<file path="src/rtl/pacman_move_ctrl.sv">
// pacman_move_ctrl
//   Computes Pacman's next grid position on each game tick and issues a
//   single-cycle write to the Pacman coordinate register when the move is legal.
//   The desired direction is tried first. If that cell is blocked, the current
//   travel direction is tried next. If both are blocked, a stall pulse is
//   raised instead of a write.
//
// Ports:
//   clock_50, reset_n      clock, asynchronous active-low reset
//   tick                   one-cycle move strobe
//   dir_in, dir_valid      requested direction (00 up, 01 right, 10 down, 11 left)
//   cur_x, cur_y           current position from the coordinate register
//   map_x, map_y           maze map read address (registered)
//   map_type               map cell type, valid the cycle after the address
//   x_out, y_out           new position to the coordinate register
//   en, readwrite          write strobe (en=1, readwrite=0 for one cycle)
//   dir_out                current travel direction
//   busy                   high while a move is being evaluated
//   blocked                one-cycle pulse when a tick produces no move
module pacman_move_ctrl #(
    parameter int unsigned GRID_W    = 21,
    parameter int unsigned GRID_H    = 21,
    parameter logic [2:0]  WALL_TYPE = 3'd1,
    parameter logic [2:0]  GATE_TYPE = 3'd4
) (
    input  logic       clock_50,
    input  logic       reset_n,
    input  logic       tick,
    input  logic [1:0] dir_in,
    input  logic       dir_valid,
    input  logic [4:0] cur_x,
    input  logic [4:0] cur_y,
    output logic [4:0] map_x,
    output logic [4:0] map_y,
    input  logic [2:0] map_type,
    output logic [4:0] x_out,
    output logic [4:0] y_out,
    output logic       en,
    output logic       readwrite,
    output logic [1:0] dir_out,
    output logic       busy,
    output logic       blocked
);

    localparam logic [4:0] XMAX = 5'(GRID_W - 1);
    localparam logic [4:0] YMAX = 5'(GRID_H - 1);

    typedef enum logic [2:0] {IDLE, ADDR_D, CHK_D, ADDR_C, CHK_C, WRITE, STALL} state_t;

    state_t     state_q, state_d;
    logic [1:0] desired_q, desired_d;
    logic [1:0] cur_dir_q, cur_dir_d;
    logic [4:0] snap_x_q, snap_x_d;
    logic [4:0] snap_y_q, snap_y_d;
    logic [1:0] snap_dir_q, snap_dir_d;
    logic [4:0] map_x_q, map_x_d;
    logic [4:0] map_y_q, map_y_d;
    logic [4:0] x_out_q, x_out_d;
    logic [4:0] y_out_q, y_out_d;
    logic       en_q, en_d;
    logic       rw_q, rw_d;
    logic       busy_q, busy_d;
    logic       blocked_q, blocked_d;
    logic       passable;

    // Neighbouring cell in direction d, wrapping at the maze edges.
    function automatic logic [9:0] step(input logic [4:0] x, input logic [4:0] y,
                                        input logic [1:0] d);
        logic [4:0] nx;
        logic [4:0] ny;
        nx = x;
        ny = y;
        case (d)
            2'b00:   ny = (y == 5'd0) ? YMAX : y - 5'd1;
            2'b01:   nx = (x == XMAX) ? 5'd0 : x + 5'd1;
            2'b10:   ny = (y == YMAX) ? 5'd0 : y + 5'd1;
            default: nx = (x == 5'd0) ? XMAX : x - 5'd1;
        endcase
        return {nx, ny};
    endfunction

    assign passable = (map_type != WALL_TYPE) && (map_type != GATE_TYPE);

    // Outputs are registered: each *_d holds the value the output takes in
    // the state being entered, so addresses and strobes line up with state.
    always_comb begin
        state_d    = state_q;
        desired_d  = dir_valid ? dir_in : desired_q;
        cur_dir_d  = cur_dir_q;
        snap_x_d   = snap_x_q;
        snap_y_d   = snap_y_q;
        snap_dir_d = snap_dir_q;
        map_x_d    = map_x_q;
        map_y_d    = map_y_q;
        x_out_d    = x_out_q;
        y_out_d    = y_out_q;
        en_d       = 1'b0;
        rw_d       = 1'b1;
        blocked_d  = 1'b0;
        case (state_q)
            IDLE: begin
                if (tick) begin
                    snap_x_d           = cur_x;
                    snap_y_d           = cur_y;
                    snap_dir_d         = desired_q;
                    {map_x_d, map_y_d} = step(cur_x, cur_y, desired_q);
                    state_d            = ADDR_D;
                end
            end
            ADDR_D: state_d = CHK_D;
            CHK_D: begin
                if (passable) begin
                    x_out_d   = map_x_q;
                    y_out_d   = map_y_q;
                    cur_dir_d = snap_dir_q;
                    en_d      = 1'b1;
                    rw_d      = 1'b0;
                    state_d   = WRITE;
                end else if (snap_dir_q == cur_dir_q) begin
                    blocked_d = 1'b1;
                    state_d   = STALL;
                end else begin
                    {map_x_d, map_y_d} = step(snap_x_q, snap_y_q, cur_dir_q);
                    state_d            = ADDR_C;
                end
            end
            ADDR_C: state_d = CHK_C;
            CHK_C: begin
                if (passable) begin
                    x_out_d = map_x_q;
                    y_out_d = map_y_q;
                    en_d    = 1'b1;
                    rw_d    = 1'b0;
                    state_d = WRITE;
                end else begin
                    blocked_d = 1'b1;
                    state_d   = STALL;
                end
            end
            WRITE:   state_d = IDLE;
            STALL:   state_d = IDLE;
            default: state_d = IDLE;
        endcase
        busy_d = (state_d != IDLE);
    end

    always_ff @(posedge clock_50 or negedge reset_n) begin
        if (!reset_n) begin
            state_q    <= IDLE;
            desired_q  <= 2'b11;
            cur_dir_q  <= 2'b11;
            snap_x_q   <= '0;
            snap_y_q   <= '0;
            snap_dir_q <= 2'b11;
            map_x_q    <= '0;
            map_y_q    <= '0;
            x_out_q    <= '0;
            y_out_q    <= '0;
            en_q       <= 1'b0;
            rw_q       <= 1'b1;
            busy_q     <= 1'b0;
            blocked_q  <= 1'b0;
        end else begin
            state_q    <= state_d;
            desired_q  <= desired_d;
            cur_dir_q  <= cur_dir_d;
            snap_x_q   <= snap_x_d;
            snap_y_q   <= snap_y_d;
            snap_dir_q <= snap_dir_d;
            map_x_q    <= map_x_d;
            map_y_q    <= map_y_d;
            x_out_q    <= x_out_d;
            y_out_q    <= y_out_d;
            en_q       <= en_d;
            rw_q       <= rw_d;
            busy_q     <= busy_d;
            blocked_q  <= blocked_d;
        end
    end

    assign map_x     = map_x_q;
    assign map_y     = map_y_q;
    assign x_out     = x_out_q;
    assign y_out     = y_out_q;
    assign en        = en_q;
    assign readwrite = rw_q;
    assign dir_out   = cur_dir_q;
    assign busy      = busy_q;
    assign blocked   = blocked_q;

endmodule

</file>
<file path="config.mk">
export PLATFORM = sky130hd
export DESIGN_NAME = pacman_move_ctrl
export DESIGN_NICKNAME = d
export VERILOG_FILES = /design/src/rtl/pacman_move_ctrl.sv
export SDC_FILE = /design/constraint.sdc
export NUM_CORES = 1
export LEC_CHECK = 0
export CAP_MARGIN = 5
export CORE_MARGIN = 3
export CORE_UTILIZATION = 30
export CTS_CLUSTER_DIAMETER = 30
export DETAILED_ROUTE_END_ITERATION = 8
export GPL_TIMING_DRIVEN = 0
export PLACE_DENSITY = 0.5
export SLEW_MARGIN = 20
export SYNTH_ARGS = -nofsm -noshare
export SYNTH_HDL_FRONTEND = slang
export SYNTH_SLANG_ARGS = --single-unit
</file>
<file path="constraint.sdc">
create_clock -name clock_50 -period 4.4 [get_ports clock_50]
set_input_delay 0.88 -clock clock_50 [delete_from_list [all_inputs] [get_ports clock_50]]
set_output_delay 0.88 -clock clock_50 [all_outputs]
set_load 0.01 [all_outputs]
</file>
# Word level (Yosys, flattened, before mapping)
# Index checks and enable logic that the tools add are counted.
[classes]
add_sub_neg = 8
n_eq_ne = 18
muxes = 32
n_reduce_logical = 17
[ops]
columns = ["op", "count"]
rows = [
  ["5-bit 2-to-1 mux", 14],
  ["5-bit case mux with 2 select lines", 6],
  ["5-bit by 1-bit adder with 5-bit output, second input constant", 4],
  ["5-bit equality test, second input constant", 4],
  ["5-bit zero test", 4],
  ["5-bit by 1-bit subtractor with 5-bit output, second input constant", 4],
  ["3-bit case mux with 5 select lines", 1],
  ["3-bit 2-to-1 mux", 3],
  ["3-bit by 2-bit equality test with 1-bit output, second input constant", 2],
  ["1-bit 2-to-1 mux", 6],
  ["2-bit != test, second input constant", 3],
  ["2-bit AND reduction", 3],
  ["2-bit OR reduction", 3],
  ["2-bit by 1-bit equality test with 1-bit output, second input constant", 2],
  ["2-bit equality test, second input constant", 2],
  ["2-bit zero test", 2],
  ["4-bit AND reduction", 1],
  ["3-bit by 1-bit equality test with 1-bit output, second input constant", 1],
  ["3-bit equality test, second input constant", 1],
  ["3-bit zero test", 1],
  ["3-bit by 1-bit != test with 1-bit output, second input constant", 1],
  ["3-bit != test, second input constant", 1],
  ["3-bit nonzero test", 1],
  ["2-bit equality test", 1],
  ["4 further kinds", 4],
]
[word_totals]
ff_bits = 43
input_bits = 19
output_inout_bits = 26
elab_cells = 89

# Logic depth before layout (Yosys ltp)
[logic_depth]
word_depth = 6
mapped_depth = 8
ltp_nobuf = 7

# Least setup slack after synthesis
# Ideal clock, no wire load.
[synth_timing]
kind = "input to register"
from = "input cur_y[0]"
to = "register map_y_q[0] (netlist: map_y[0])"
setup_ns = 0.138
arrival_time_ns = 2.152
t_required_ns = 4.262
slack_ns = 2.110
stages = 7
path_buffers = 0
cell_sequence = "inv_1 ha_1 or3b_2 o21ai_2 nor3b_1 a2bb2oi_1 o21ai_0"
[synth_between]
elab_chain_cells = 5
word_cells_on_any_way = 9
cone_classes = "add/sub (2); eq/ne (1); mux (5); reduce/logical (1)"
[synth_rtl]
columns = ["item", "line_no", "source"]
rows = [
  ["from (decl)", "32", "input logic [4:0] cur_y,"],
  ["5-bit by 1-bit adder with 5-bit output, or another cell as far along", "76", "2'b10: ny = (y == YMAX) ? 5'd0 : y + 5'd1;"],
  ["5-bit 2-to-1 mux (on tied branches)", "76, 74", ""],
  ["5-bit case mux with 2 select lines (*)", "73", "case (d)"],
  ["5-bit 2-to-1 mux (*)", "102", "if (tick) begin"],
  ["5-bit case mux with 2 select lines (*)", "100", "case (state_q)"],
  ["to (signal assigned)", "171", "map_y_q <= map_y_d;"],
  ["to (decl)", "57", "logic [4:0] map_y_q, map_y_d;"],
]
# Mark *: on every way between the ends. The rest lies on a longest branch, timed or not. The select of a mux whose other input is x is not followed.
# A chain may end at the register's enable or synchronous reset.

# Worst setup path in the final report
# Same ends and word-level chain as after synthesis.

==> impl_results.md <==
* DP HPWL at 5478 um
* Post-detailed-route count of antenna-violating nets at 0
* Inserted Diodes at 0
* Arrival time of the worst setup path at 3050 ps
* Status: complete, no violations
* Endpoint required time on the critical path at 4560 ps
* Post-synth EDFFs at 0
* Startpoint type of the worst setup path: primary input
* Worst-case reg-to-reg path depth at 7
* Buffers on Ports at 40
* Fraction of registers with async set/reset at 1.000
* Cell Area, Synth at 2841 um^2
* Number of cells on the worst hold path at 2
* Leakage dissipation at 1.398 nW
* Share of synthesized area occupied by flip-flops and latches at 0.3818
* Wire length reported by the detailed router at 7231 um
* Setup Fix Bufs, Post-CTS at 0
* Drt first pass iters at 4
* Final estimated routing congestion in global placement at 0.7831
* Cts-stage hold buffer count at 0
* Crit-path max FO at 6
* Final-report setup violation count at 0
* Initial antenna violation count at 0
* Average footprint of a synthesized cell at 9.472 um^2
* Aggregate global routing overflow at 0
* Worst-case setup margin in the final layout at 1510 ps
* Net Sw Frac at 0.3906
* Library cell used as clock root buffer: sky130_fd_sc_hd__clkbuf_8
* Number of placement rows at 34
* Post-Syn Instances at 300
* Clock network fraction of total power at 0.154
* Fraction of layout cells with a size suffix above 1 at 0.1691
* HP Class: flop to flop
* Capturing element type of the critical path: flop
* Die extent in y at 103.3 um
* Initial core utilization at 0.3166
* Switching power total at 928.0 uW
* Layout area overhead at 25.10%
* Utilization after layout at 0.3960
* Crit path launch: cur_y[0]
* Clock latency on the worst-skew pair at 300 ps
* DIE WIDTH at 103.3 um
* Vias per Instance at 5.202
* Clock buffer depth at 2
* Number of failing hold endpoints at the final stage at 0
* I/O pin count at 45
* Time the final worst path needs with I/O delays and setup at 2890 ps
* Multi-input gate area in the final layout at 1587 um^2
* CTS H-tree depth at 2
* Number of buffers created by CTS at 5
* RSZ-0062 raised after global routing: no
* Clock net sink count at 43
* Int Pwr at 1.448 mW
* Flip-flop cell with the highest count after synthesis: sky130_fd_sc_hd__dfrtp_1
* First-pass GRT wire length at 12170 um
* GRT Resource Usage Total at 0.1460
* Max-slew headroom at 0.5731
* Hold-critical path endpoint: map_x[0]$_DFFE_PN0P_
* Syn_nets at 331
* Count of yosys warnings during synthesis at 0
* Pin count of the biggest net entering global routing at 27
* Vias post-DR at 2471
* Share of total power in sequential cells at 0.304
* Cell Pwr Density at 668.4 nW/um^2
* Count of final max-slew check failures at 0
* Worst hold margin at 507.2 ps
* Max-Cap Viols at 0
* Combinational cell fraction of total power at 0.542
* Average wire length per cell after detail routing at 15.22 um
* Worst reg2reg setup slack at 2220 ps
* DRC violations left at 0
* Number of filler instances in the final layout at 914
* Highest achievable clock rate at 346.0 MHz
* Aggregate negative setup slack at 0 ps
* Launch point of the worst reg-to-reg path: dir_out[1]$_DFFE_PN1P_
* Count of unique library cells instantiated by Yosys at 59
* Worst Min Path Start: map_x[0]$_DFFE_PN0P_
* Reg2Reg Capture Point: map_x[3]$_DFFE_PN0P_
* Synthesis-stage register bit count at 43
* Overall die area at 10680 um^2
* CTS clk-pin slew, worst paths at 80 ps
* Resize count post-CTS at 0
* Power, Total at 2.376 mW
* Critical Setup Path Class: primary input to flop
* Worst vdd ir at 0.2024 mV
* Number of nets in the layout at 379
* Measured slew at the worst slew-check pin at 640.4 ps
* Worst setup timing slack at the placement stage at 1249 ps
* Clock tree from TritonCTS: done
* Maximum clock skew at final layout at 8.262 ps
* Area of the core at 8976 um^2
* Final period utilization at 0.6569
* Number of global-route vias before repair at 2342
* Register cell area after layout at 1085 um^2
* First-iteration detailed-routing DRC count at 149
[how the worst max path moves through the flow]
stage                           end  slack [ps]  depth (start not counted)
2_1_floorplan  map_y[0]$_DFFE_PN0P_        2110                          7
3_3_place_gp   map_y[0]$_DFFE_PN0P_        1230                          8
3_5_place_dp   map_y[0]$_DFFE_PN0P_        1250                          8
4_1_cts        map_y[0]$_DFFE_PN0P_        1550                          8
5_1_grt        map_y[0]$_DFFE_PN0P_        1410                          8
6_report       map_y[0]$_DFFE_PN0P_        1510                          8
[cell usage after synthesis (3+ instances only)]
cell type | count | area share
sky130_fd_sc_hd__nor3b_1 | 5 | 0.013
sky130_fd_sc_hd__inv_1 | 14 | 0.018
sky130_fd_sc_hd__a311oi_1 | 3 | 0.0092
sky130_fd_sc_hd__nor2_1 | 14 | 0.018
sky130_fd_sc_hd__o21a_1 | 4 | 0.011
sky130_fd_sc_hd__o31ai_1 | 5 | 0.013
sky130_fd_sc_hd__a21oi_1 | 9 | 0.016
sky130_fd_sc_hd__nor2b_1 | 3 | 0.0066
sky130_fd_sc_hd__o21ai_0 | 22 | 0.039
sky130_fd_sc_hd__o22ai_1 | 3 | 0.0066
sky130_fd_sc_hd__mux2_2 | 21 | 0.083
sky130_fd_sc_hd__nand3_1 | 10 | 0.018
sky130_fd_sc_hd__dfstp_2 | 7 | 0.065
sky130_fd_sc_hd__xor2_1 | 4 | 0.012
sky130_fd_sc_hd__nor4b_1 | 3 | 0.0092
sky130_fd_sc_hd__dfrtp_1 | 36 | 0.32
sky130_fd_sc_hd__a31oi_1 | 4 | 0.0088
sky130_fd_sc_hd__nor3_1 | 8 | 0.014
sky130_fd_sc_hd__a22oi_1 | 5 | 0.013
sky130_fd_sc_hd__buf_4 | 3 | 0.0079
sky130_fd_sc_hd__o211ai_1 | 3 | 0.0079
sky130_fd_sc_hd__nand2_1 | 28 | 0.037
sky130_fd_sc_hd__nand4b_1 | 4 | 0.012
sky130_fd_sc_hd__buf_2 | 6 | 0.011
sky130_fd_sc_hd__xnor2_1 | 9 | 0.028
sky130_fd_sc_hd__a211oi_1 | 8 | 0.021
sky130_fd_sc_hd__clkbuf_1 | 10 | 0.013
sky130_fd_sc_hd__ha_1 | 12 | 0.053
[sequential cells by signal (all words and copies together) (netlist names), 3 cells and up]
signal and cells:
x_out 5, map_y 5, y_out 5, snap_y_q 5, map_x 5, snap_x_q 5
state_q 3
[layout by cell type, fill, tap and decap left out, types with 8 or more instances in the layout]
cell type,netlist,final
sky130_fd_sc_hd__a211oi_1,8,8
sky130_fd_sc_hd__a21oi_1,9,9
sky130_fd_sc_hd__clkbuf_1,10,11
sky130_fd_sc_hd__clkdlybuf4s50_1,0,39
sky130_fd_sc_hd__dfrtp_1,36,36
sky130_fd_sc_hd__ha_1,12,12
sky130_fd_sc_hd__inv_1,14,14
sky130_fd_sc_hd__mux2_2,21,21
sky130_fd_sc_hd__nand2_1,28,28
sky130_fd_sc_hd__nand3_1,10,10
sky130_fd_sc_hd__nor2_1,14,14
sky130_fd_sc_hd__nor3_1,8,8
sky130_fd_sc_hd__o21ai_0,22,22
sky130_fd_sc_hd__xnor2_1,9,9
[power by group through the flow]
stage	Clock, mW	Sequential [mW]	Combinational [mW]
floorplan	0	0.753	0.806
global placement	0	0.726	1.29
detailed placement	0	0.731	1.29
CTS	0.376	0.723	1.30
global route	0.393	0.745	1.43
finish	0.366	0.721	1.29
[kinds of logic after synthesis]
family | Yosys count | synth area share
compound gates | 85 | 0.2105
fa+ha+maj | 12 | 0.05284
flops | 43 | 0.3818
simple gates | 89 | 0.1682
xor+xnor | 13 | 0.04007
mux | 22 | 0.08675
buf+inv | 36 | 0.05988
[layer usage]
metal,routed length (um),vias to the layer above,global-route usage
met1,3613,1202,0.2217
met5,0,-,0
met3,324,5,0.02146
met4,82,0,0.04382
li1,-,1189,-
met2,3210,75,0.2131
[metrics by stage]
step	instance area, um^2	cells
2_1_floorplan	2841	300
3_3_place_gp	3400	466
3_5_place_dp	3422	467
4_1_cts	3555	475
5_1_grt	3555	475
6_report	3555	475
[worst max-delay path: stages]
cell	delay, ps
sky130_fd_sc_hd__clkdlybuf4s50_1	510
sky130_fd_sc_hd__inv_1	160
sky130_fd_sc_hd__ha_1	200
sky130_fd_sc_hd__or3b_2	490
sky130_fd_sc_hd__o21ai_2	190
sky130_fd_sc_hd__nor3b_1	250
sky130_fd_sc_hd__a2bb2oi_1	250
sky130_fd_sc_hd__o21ai_0	100
[cell type report]
| type | count | share of cell area |
|---|---|---|
| Buffer | 22 | 0.03309 |
| Multi-Input combinational cell | 221 | 0.4463 |
| Inverter | 14 | 0.01478 |
| Clock inverter | 2 | 0.01690 |
| Timing Repair Buffer | 41 | 0.1190 |
| Sequential cell | 43 | 0.3052 |
| Clock buffer | 6 | 0.02042 |
| Tap cell | 126 | 0.04435 |
Power figures use the tool's default switching activity.
